--- src/rtl/fir_pkg.sv ---
`default_nettype none
// ==========================================================================
// fir_pkg: Q-format constants and sample types shared by the FIR chain. Rev 1.0
// ==========================================================================
package fir_pkg;

  localparam int IN_FRAC  = 27;
  localparam int OUT_FRAC = 15;
  localparam int Q_SHIFT  = IN_FRAC - OUT_FRAC;

  localparam logic signed [15:0] OUT_MAX = 16'sh7FFF;
  localparam logic signed [15:0] OUT_MIN = 16'sh8000;

  typedef logic signed [31:0] sample_in_t;
  typedef logic signed [15:0] sample_out_t;

endpackage
`default_nettype wire

--- src/rtl/fir_sync_fifo.sv ---
`default_nettype none
// ==========================================================================
// fir_sync_fifo: show-ahead synchronous FIFO with level count and sync clear. Rev 1.0
// ==========================================================================
module fir_sync_fifo #(
  parameter int WIDTH = 16,
  parameter int DEPTH = 8
) (
  input  logic                       clk,
  input  logic                       rst_n,
  input  logic                       clr,
  input  logic                       push,
  input  logic                       pop,
  input  logic [WIDTH-1:0]           wdata,
  output logic [WIDTH-1:0]           rdata,
  output logic                       empty,
  output logic                       full,
  output logic [$clog2(DEPTH):0]     level
);

  localparam int AW = $clog2(DEPTH);
  localparam int LW = AW + 1;

  logic [WIDTH-1:0] mem_q [DEPTH];
  logic [AW-1:0]    wr_ptr_q;
  logic [AW-1:0]    rd_ptr_q;
  logic [LW-1:0]    level_q;

  logic w_pop;
  logic w_push;

  assign empty  = (level_q == '0);
  assign full   = (level_q == LW'(DEPTH));
  assign w_pop  = pop & ~empty;
  // A push into a full FIFO is legal only when the head leaves on the same edge.
  assign w_push = push & (~full | w_pop);

  always_ff @(posedge clk or negedge rst_n) begin
    if (!rst_n) begin
      wr_ptr_q <= '0;
      rd_ptr_q <= '0;
      level_q  <= '0;
    end else if (clr) begin
      wr_ptr_q <= '0;
      rd_ptr_q <= '0;
      level_q  <= '0;
    end else begin
      if (w_push) wr_ptr_q <= wr_ptr_q + AW'(1);
      if (w_pop)  rd_ptr_q <= rd_ptr_q + AW'(1);
      case ({w_push, w_pop})
        2'b10:   level_q <= level_q + LW'(1);
        2'b01:   level_q <= level_q - LW'(1);
        default: level_q <= level_q;
      endcase
    end
  end

  always_ff @(posedge clk) begin
    if (w_push && !clr) mem_q[wr_ptr_q] <= wdata;
  end

  // Storage is not reset, so the head is masked while empty.
  assign rdata = empty ? '0 : mem_q[rd_ptr_q];
  assign level = level_q;

endmodule
`default_nettype wire

--- src/rtl/fir_decim_out_stage.sv ---
`default_nettype none
// ==========================================================================
// fir_decim_out_stage: decimate FIR stream, requantise Q5.27->Q1.15, FIFO out. Rev 1.0
// ==========================================================================
module fir_decim_out_stage
  import fir_pkg::*;
#(
  parameter int DECIM      = 4,
  parameter int FIFO_DEPTH = 8,
  parameter int IN_W       = 32,
  parameter int OUT_W      = 16
) (
  input  logic                          clk,
  input  logic                          rst_n,
  input  logic [IN_W-1:0]               din,
  input  logic                          din_valid,
  input  logic                          flush,
  input  logic                          clr_flags,
  output logic [OUT_W-1:0]              m_data,
  output logic                          m_valid,
  input  logic                          m_ready,
  output logic [$clog2(FIFO_DEPTH):0]   fifo_level,
  output logic                          sat_sticky,
  output logic                          ovf_sticky
);

  localparam int PH_W  = (DECIM > 1) ? $clog2(DECIM) : 1;
  localparam int EXT_W = IN_W + 1;

  localparam logic signed [EXT_W-1:0] C_BIAS    = EXT_W'(1) << (Q_SHIFT - 1);
  localparam logic signed [EXT_W-1:0] C_MAX_EXT = {{(EXT_W-OUT_W+1){1'b0}}, {(OUT_W-1){1'b1}}};
  localparam logic signed [EXT_W-1:0] C_MIN_EXT = {{(EXT_W-OUT_W+1){1'b1}}, {(OUT_W-1){1'b0}}};

  logic [PH_W-1:0]  phase_q,      phase_d;
  logic [OUT_W-1:0] conv_q,       conv_d;
  logic             conv_valid_q, conv_valid_d;
  logic             sat_q,        sat_d;
  logic             ovf_q,        ovf_d;

  logic signed [EXT_W-1:0] w_ext;
  logic signed [EXT_W-1:0] w_sum;
  logic signed [EXT_W-1:0] w_shift;
  logic                    w_clip_hi;
  logic                    w_clip_lo;
  logic [OUT_W-1:0]        w_sat_val;
  logic                    w_keep;
  logic                    w_pop;
  logic                    w_push;
  logic                    w_drop;
  logic                    w_full;
  logic                    w_empty;

  // One guard bit keeps the signed bias add from wrapping at the extremes.
  assign w_ext     = {din[IN_W-1], din};
  assign w_sum     = din[IN_W-1] ? (w_ext - C_BIAS) : (w_ext + C_BIAS);
  assign w_shift   = w_sum >>> Q_SHIFT;
  assign w_clip_hi = (w_shift > C_MAX_EXT);
  assign w_clip_lo = (w_shift < C_MIN_EXT);

  always_comb begin
    w_sat_val = w_shift[OUT_W-1:0];
    if (w_clip_hi)      w_sat_val = {1'b0, {(OUT_W-1){1'b1}}};
    else if (w_clip_lo) w_sat_val = {1'b1, {(OUT_W-1){1'b0}}};
  end

  assign w_keep = din_valid & (phase_q == '0);
  assign w_pop  = m_valid & m_ready;
  assign w_push = conv_valid_q & ~flush;
  assign w_drop = w_push & w_full & ~w_pop;

  always_comb begin
    phase_d = phase_q;
    if (flush) begin
      phase_d = '0;
    end else if (din_valid) begin
      phase_d = (phase_q == PH_W'(DECIM - 1)) ? '0 : phase_q + PH_W'(1);
    end

    conv_valid_d = w_keep & ~flush;
    conv_d       = conv_valid_d ? w_sat_val : conv_q;

    // A set event in the same cycle as clr_flags wins.
    sat_d = (sat_q & ~clr_flags) | (conv_valid_d & (w_clip_hi | w_clip_lo));
    ovf_d = (ovf_q & ~clr_flags) | w_drop;
  end

  always_ff @(posedge clk or negedge rst_n) begin
    if (!rst_n) begin
      phase_q      <= '0;
      conv_q       <= '0;
      conv_valid_q <= 1'b0;
      sat_q        <= 1'b0;
      ovf_q        <= 1'b0;
    end else begin
      phase_q      <= phase_d;
      conv_q       <= conv_d;
      conv_valid_q <= conv_valid_d;
      sat_q        <= sat_d;
      ovf_q        <= ovf_d;
    end
  end

  fir_sync_fifo #(
    .WIDTH (OUT_W),
    .DEPTH (FIFO_DEPTH)
  ) u_fifo (
    .clk   (clk),
    .rst_n (rst_n),
    .clr   (flush),
    .push  (w_push),
    .pop   (m_ready),
    .wdata (conv_q),
    .rdata (m_data),
    .empty (w_empty),
    .full  (w_full),
    .level (fifo_level)
  );

  assign m_valid    = ~w_empty;
  assign sat_sticky = sat_q;
  assign ovf_sticky = ovf_q;

endmodule
`default_nettype wire

--- config.mk ---
export PLATFORM = sky130hd
export DESIGN_NAME = fir_decim_out_stage
export DESIGN_NICKNAME = d
export VERILOG_FILES = /design/src/rtl/fir_pkg.sv /design/src/rtl/fir_sync_fifo.sv /design/src/rtl/fir_decim_out_stage.sv
export SDC_FILE = /design/constraint.sdc
export NUM_CORES = 1
export LEC_CHECK = 0
export ABC_CLOCK_PERIOD_IN_PS = 5640
export CORE_AREA = 3 3 141 129
export CTS_CLUSTER_DIAMETER = 80
export DETAILED_ROUTE_END_ITERATION = 8
export DIE_AREA = 0 0 144 132
export DONT_BUFFER_PORTS = 1
export MAX_ROUTING_LAYER = met4
export SYNTH_ARGS = -nofsm -noshare
export SYNTH_HDL_FRONTEND = slang
export SYNTH_SLANG_ARGS = --single-unit
--- constraint.sdc ---
create_clock -name clk -period 5.64 [get_ports clk]
set_input_delay 1.128 -clock clk [delete_from_list [all_inputs] [get_ports clk]]
set_output_delay 1.128 -clock clk [all_outputs]
set_load 0.005 [all_outputs]
Word-level counts from Yosys, hierarchy flattened --
Memories as Yosys holds them, arrays and structs flattened. Index checks and enable logic that the tools add are counted.
Cells by class: add/sub/neg operators 7, order comparisons 2, equal/unequal tests 4, muxes and demuxes 15, bitwise operators 19, reduce and logical (&&, ||, !) cells 8
Operators by type and width (count):
- two-way mux 16 bit | 3
- adder 32 x 13 -> 33 bit (second input constant) | 1
- two-way mux 33 bit | 1
- subtractor 32 x 13 -> 33 bit (second input constant) | 1
- greater-than comparator 21 x 16 -> 1 bit (second input constant) | 1
- less-than comparator 21 x 16 -> 1 bit (second input constant) | 1
- two-way mux 3 bit | 4
- bitwise AND 1 bit | 10
- one-hot mux 4 bit (2 select lines) | 1
- adder 3 x 1 -> 3 bit (second input constant) | 2
- two-way mux 2 bit | 3
- nonzero test 2 bit | 3
- NOT 1 bit | 5
- adder 4 x 1 -> 4 bit (second input constant) | 1
- equality test 2 bit (second input constant) | 2
- equality test 4 bit (second input constant) | 1
- logical NOT 4 bit | 1
- two-way mux 4 bit | 1
- OR 1 bit | 4
- subtractor 4 x 1 -> 4 bit (second input constant) | 1
- nonzero test 3 bit | 1
- adder 2 x 1 -> 2 bit (second input constant) | 1
- equality test 2 x 1 -> 1 bit (second input constant) | 1
- logical NOT 2 bit | 1
- 3 further kinds | 4
Storage, ports and cells: flip-flop bits (word level) 31, bits in writable memories 128, input bits 38, output and inout port bits 23, memories 1
Memory list:
- u_fifo.mem_q | depth 8, width 16, rd ports 1, clocked after memory_dff 0, wr ports 1, line fir_sync_fifo.sv:24 | logic [WIDTH-1:0] mem_q [DEPTH];

Logic depth before layout (Yosys ltp) --
word-level depth 8, depth in mapped cells 11, mapped depth without buffers 11

Hierarchy --
A second synthesis with hierarchy kept.
Second synthesis, totals: cells, all modules 547, area total of the unflattened synthesis 7763.7 um^2
Modules (own cells, without submodules):
- fir_sync_fifo | times used 1, cells an instance 278, area each 5529.1 um^2, seq. area each 4093.9 um^2
- fir_decim_out_stage | times used 1, cells an instance 269, area each 2234.6 um^2, seq. area each 525.5 um^2

Worst setup path before layout --
OpenSTA, ideal clock, no wires.
path type in2reg, start point in din[11], end point reg conv_q[14], setup time 0.126 ns, data arrival time 3.384 ns, data required time 5.514 ns, setup slack 2.130 ns, cell stages on the path 11, buffers on the path 1, cell sequence inv_1 fa_1 nand2b_1 a211o_1 a311o_1 o21ai_1 xnor2_1 nand4_2 buf_2 nor3_2 nor3_1
On the way: longest elaborated chain between the ends 5, elaborated cells on any way between the ends 7
Ends and longest elaborated chain:
- start: declaration | line fir_decim_out_stage.sv:15 | input logic [IN_W-1:0] din,
- adder 32 x 13 -> 33 bit or subtractor 32 x 13 -> 33 bit (tied branches) | line fir_decim_out_stage.sv:55 | assign w_sum = din[IN_W-1] ? (w_ext - C_BIAS) : (w_ext + C_BIAS);
- two-way mux 33 bit (*) | line fir_decim_out_stage.sv:55
- less-than comparator 21 x 16 -> 1 bit | line fir_decim_out_stage.sv:58 | assign w_clip_lo = (w_shift < C_MIN_EXT);
- two-way mux 16 bit | line fir_decim_out_stage.sv:63 | else if (w_clip_lo) w_sat_val = {1'b1, {(OUT_W-1){1'b0}}};
- two-way mux 16 bit (*) | line fir_decim_out_stage.sv:62 | if (w_clip_hi) w_sat_val = {1'b0, {(OUT_W-1){1'b1}}};
- end signal: assignment | line fir_decim_out_stage.sv:96 | conv_q <= conv_d;
- end: declaration | line fir_decim_out_stage.sv:35 | logic [OUT_W-1:0] conv_q, conv_d;
Every way passes the cells marked *; elsewhere a longest branch is shown, timed or not. A chain may end at the register's enable or synchronous reset.

Worst setup path in the final report --
start point in din[18], end point reg sat_q (netlist: sat_sticky)
On the way: longest elaborated chain between the ends 6, elaborated cells on any way between the ends 8
Ends and longest elaborated chain:
- adder 32 x 13 -> 33 bit or subtractor 32 x 13 -> 33 bit (tied branches) | line fir_decim_out_stage.sv:55
- two-way mux 33 bit (*) | line fir_decim_out_stage.sv:55
- greater-than comparator 21 x 16 -> 1 bit or less-than comparator 21 x 16 -> 1 bit (tied branches) | line fir_decim_out_stage.sv:57, fir_decim_out_stage.sv:58
- OR 1 bit (*) | line fir_decim_out_stage.sv:83 | sat_d = (sat_q & ~clr_flags) | (conv_valid_d & (w_clip_hi | w_clip_lo));
- bitwise AND 1 bit (*) | line fir_decim_out_stage.sv:83
- OR 1 bit (*) | line fir_decim_out_stage.sv:83
- via sat_d | line fir_decim_out_stage.sv:37 | logic sat_q, sat_d;
- end signal: assignment | line fir_decim_out_stage.sv:98 | sat_q <= sat_d;
- end: declaration | line fir_decim_out_stage.sv:37
The timed path passes the listed nets; every way through them passes the cells marked *.

==> metrics.md <==
| Metric | Value |
|---|---|
| Run status | `completed` |
| Post-route ant nets | `0` |
| Comb power frac | `0.202` |
| Clock network power share | `0.345` |
| Final WS setup | `1390 ps` |
| Post-cts gate resize count | `0` |
| First DRT Iteration DRCs | `331` |
| # Max-Cap Violations | `0` |
| Max VDD drop | `0.230 mV` |
| Flops & latches, synth | `around 160` |
| FF-to-FF setup slack | `between 2000 and 2500 ps` |
| Req. time, crit path | `about 6000 ps` |
| CP max-delay cell | `xnor2_1` |
| DRT Pass-1 Iters | `5` |
| CP Buf/Inv Count | `0` |
| CP Class | `in2reg` |
| Seq/Total Area, Yosys | `0.599` |
| Cell taking the most area after synthesis | `edfxtp_1` |
| Post-Place Setup Slack | `1020 ps` |
| Fill cells | `between 1000 and 1500` |
| Main synth FF type | `edfxtp_1` |
| Final GP Congestion | `0.891` |
| Cell area after synthesis | `0.00771 sq mm` |
| Die Y-Extent | `132 um` |
| Crit share post-route | `0.754` |
| Min Tclk post-route | `around 4300 ps` |
| Pleak | `2.91 nW` |
| Max_slew headroom | `0.253` |
| Clk_lat worst skew | `around 420 ps` |
| Largest cells by area after synthesis | `edfxtp_1, dfrtp_1, mux4_2` |
| Vias in the first global route | `4595` |
| Total grt overflow | `0` |
| Slew Viols, Final | `0` |
| Global-route wire length before repair | `24900 um` |
| PortBufs | `0` |
| Net Switching | `0.932 mW` |
| DIE AREA | `0.0190 sq mm` |
| Clock tree from TritonCTS | `done` |
| Most frequent cells in the layout | `edfxtp_1, nor2_1, nand2_1` |
| Core Rows | `45` |
| Distinct cells, synth | `57` |
| Root Driver | `clkbuf_16` |
| Initial antenna violation count | `0` |
| Setup TNS | `0 ps` |
| H-Tree Level Count | `4` |
| Mapped Nets | `630` |
| Reg2reg start | `u_fifo.level[1]$_DFFE_PN0P_` |
| Die outline width | `around 140 um` |
| Worst min-delay path category | `in2async` |
| Gr usage total | `0.176` |
| Pwr dens | `392 mW/mm^2` |
| Max stage delay on crit path | `870 ps` |
| Register share of total power | `0.453` |
| Critical path depth | `8` |
| Avg WL per Cell | `19.6 um` |
| Cts hold-fix bufs | `0` |
| Final hold violations | `0` |
| CP Cell Sequence | `ha_1, a21oi_1, a21boi_0, a311o_1, o21ai_1, xnor2_1, nand4_2, a311o_1` |
| Vias | `4585` |
| Post-synth EDFFs | `128` |
| Post-detail-place hpwl | `10200 um` |
| Clk_skew | `7.65 ps` |
| Internal power | `approximately 2.4 mW` |
| Top Family by Delay on Critical Path | `compound AO/OA/AOI/OAI gates` |
| WL final | `15500 um` |
| Post-synth top area share | `0.498` |
| R2R depth | `11` |
| Layout cell share with drive strength beyond 1 | `0.159` |
| TritonCTS Sinks | `159` |
| WP data arrival | `4550 ps` |
| Most common cell after layout, fill and taps aside | `edfxtp_1` |
| Critical Path Start Type | `input port` |
| I/O Pins | `61` |
| Synthesized area per cell | `13.6 sq um` |
| R2r endpoint | `u_fifo.level[3]$_DFFE_PN0P_` |
| Max frequency | `235 MHz` |
| Number of vias per cell | `5.80` |
| Final setup viols | `0` |
| Slew @ Worst Pin | `1110 ps` |
| Core area | `approximately 0.017 sq mm` |
| Async SR Flop Fraction | `0.195` |
| Most used cell, CP | `a311o_1` |
| CP endpoint kind | `flip-flop` |
| DRC viols | `0` |
| Antenna Cells | `0` |
| RSZ-0062 raised after global routing | `false` |
| Critical path fanouts, max | `16` |
| Nets@finish | `632` |
| Sw Ratio | `0.278` |
| Starting Density | `0.458` |
| Reg clk slew, reported paths | `60 ps` |
| Warnings from Yosys | `0` |
| Area Overhead vs Synth | `11.1%` |
| Pin count of the biggest net entering global routing | `35` |
| Max clock buf depth | `2` |
| Total clock buffers created by CTS | `17` |
| Postcts setup bufs | `0` |
| Gate Count Post-Synth | `565` |
-- worst max-delay path by stage --
stage               startpoint                endpoint
finish                 din[18]    sat_sticky$_DFF_PN0_
global route           din[18]    sat_sticky$_DFF_PN0_
CTS                    din[18]    sat_sticky$_DFF_PN0_
detailed placement     din[18]    sat_sticky$_DFF_PN0_
global placement       din[18]    sat_sticky$_DFF_PN0_
floorplan              din[11]  conv_q[14]$_DFFE_PN0P_
-- flip-flops by register name, indices dropped and copies added (netlist names) --
register,cells
u_fifo.mem_q,128
sat_sticky,1
u_fifo.rd_ptr_q,3
conv_q,16
u_fifo.level,4
ovf_sticky,1
u_fifo.wr_ptr_q,3
phase_q,2
conv_valid_q,1
-- synth_stat cells (2+ instances only) --
cell type,n
edfxtp_1,128
nor2_1,60
nand2_1,45
a21oi_1,37
mux4_2,32
dfrtp_1,31
ha_1,25
mux2i_1,19
o21ai_0,19
inv_1,14
nor3_1,14
xnor2_1,13
clkbuf_1,11
xor2_1,11
buf_2,8
o22ai_1,8
nand3_1,7
a41oi_1,6
buf_1,6
nand2b_1,6
a21o_1,5
a211o_1,3
a211oi_1,3
nand4_1,3
nor3_2,3
o21a_1,3
o21ai_1,3
a21oi_2,2
a221oi_2,2
a311o_1,2
a31o_2,2
a31oi_1,2
and2_1,2
and3_1,2
fa_1,2
nor2b_1,2
o211ai_1,2
o211ai_2,2
o21bai_1,2
-- through the flow --
step / hold slack [ps] / cell area, sq um / util / instances / total power, mW
2_1_floorplan: 513 / 7710 / - / 565 / 2.05
3_3_place_gp: 530 / 7970 / 0.473 / 759 / 2.22
3_5_place_dp: 543 / 7970 / 0.473 / 759 / 2.24
4_1_cts: 381 / 8570 / 0.509 / 791 / 3.40
5_1_grt: 374 / 8570 / 0.509 / 791 / 3.53
6_report: 400 / 8570 / 0.509 / 791 / 3.36
-- cell type report --
cell class,count,area [sq um],area share
Clock inverter,14,173,0.0202
Timing Repair Buffer,9,67.6,0.00789
Multi-Input combinational cell,365,2960,0.345
Inverter,15,56.3,0.00657
Tap cell,211,264,0.0308
Sequential cell,159,4620,0.540
Clock buffer,18,429,0.0501
-- kinds of logic (layout without fill, tap and decap cells) --
kind of cell / after synthesis / count (layout) / synth area share
flops: 159 / 159 / 0.599
simple gates: 151 / 151 / 0.0902
compound gates: 112 / 112 / 0.0978
mux: 51 / 51 / 0.118
buf+inv: 41 / 56 / 0.0217
fa+ha+maj: 27 / 27 / 0.0458
xor+xnor: 24 / 24 / 0.0273
-- power by group through the flow --
stage          logic, mW  registers (mW)  clock network (mW)
6_report           0.677            1.52                1.16
5_1_grt            0.756            1.54                1.23
4_1_cts            0.692            1.53                1.18
3_5_place_dp       0.690            1.55                   0
3_3_place_gp       0.676            1.54                   0
2_1_floorplan      0.594            1.46                   0
-- metal layers --
metal,GRT usage,share of wire,vias up
met2,0.276,0.49,126
met3,0.0366,0.048,19
met1,0.231,0.45,2272
met4,0.0533,0.015,0
met5,-,0,-
li1,-,-,2168
(Power assumes the default switching activity.)
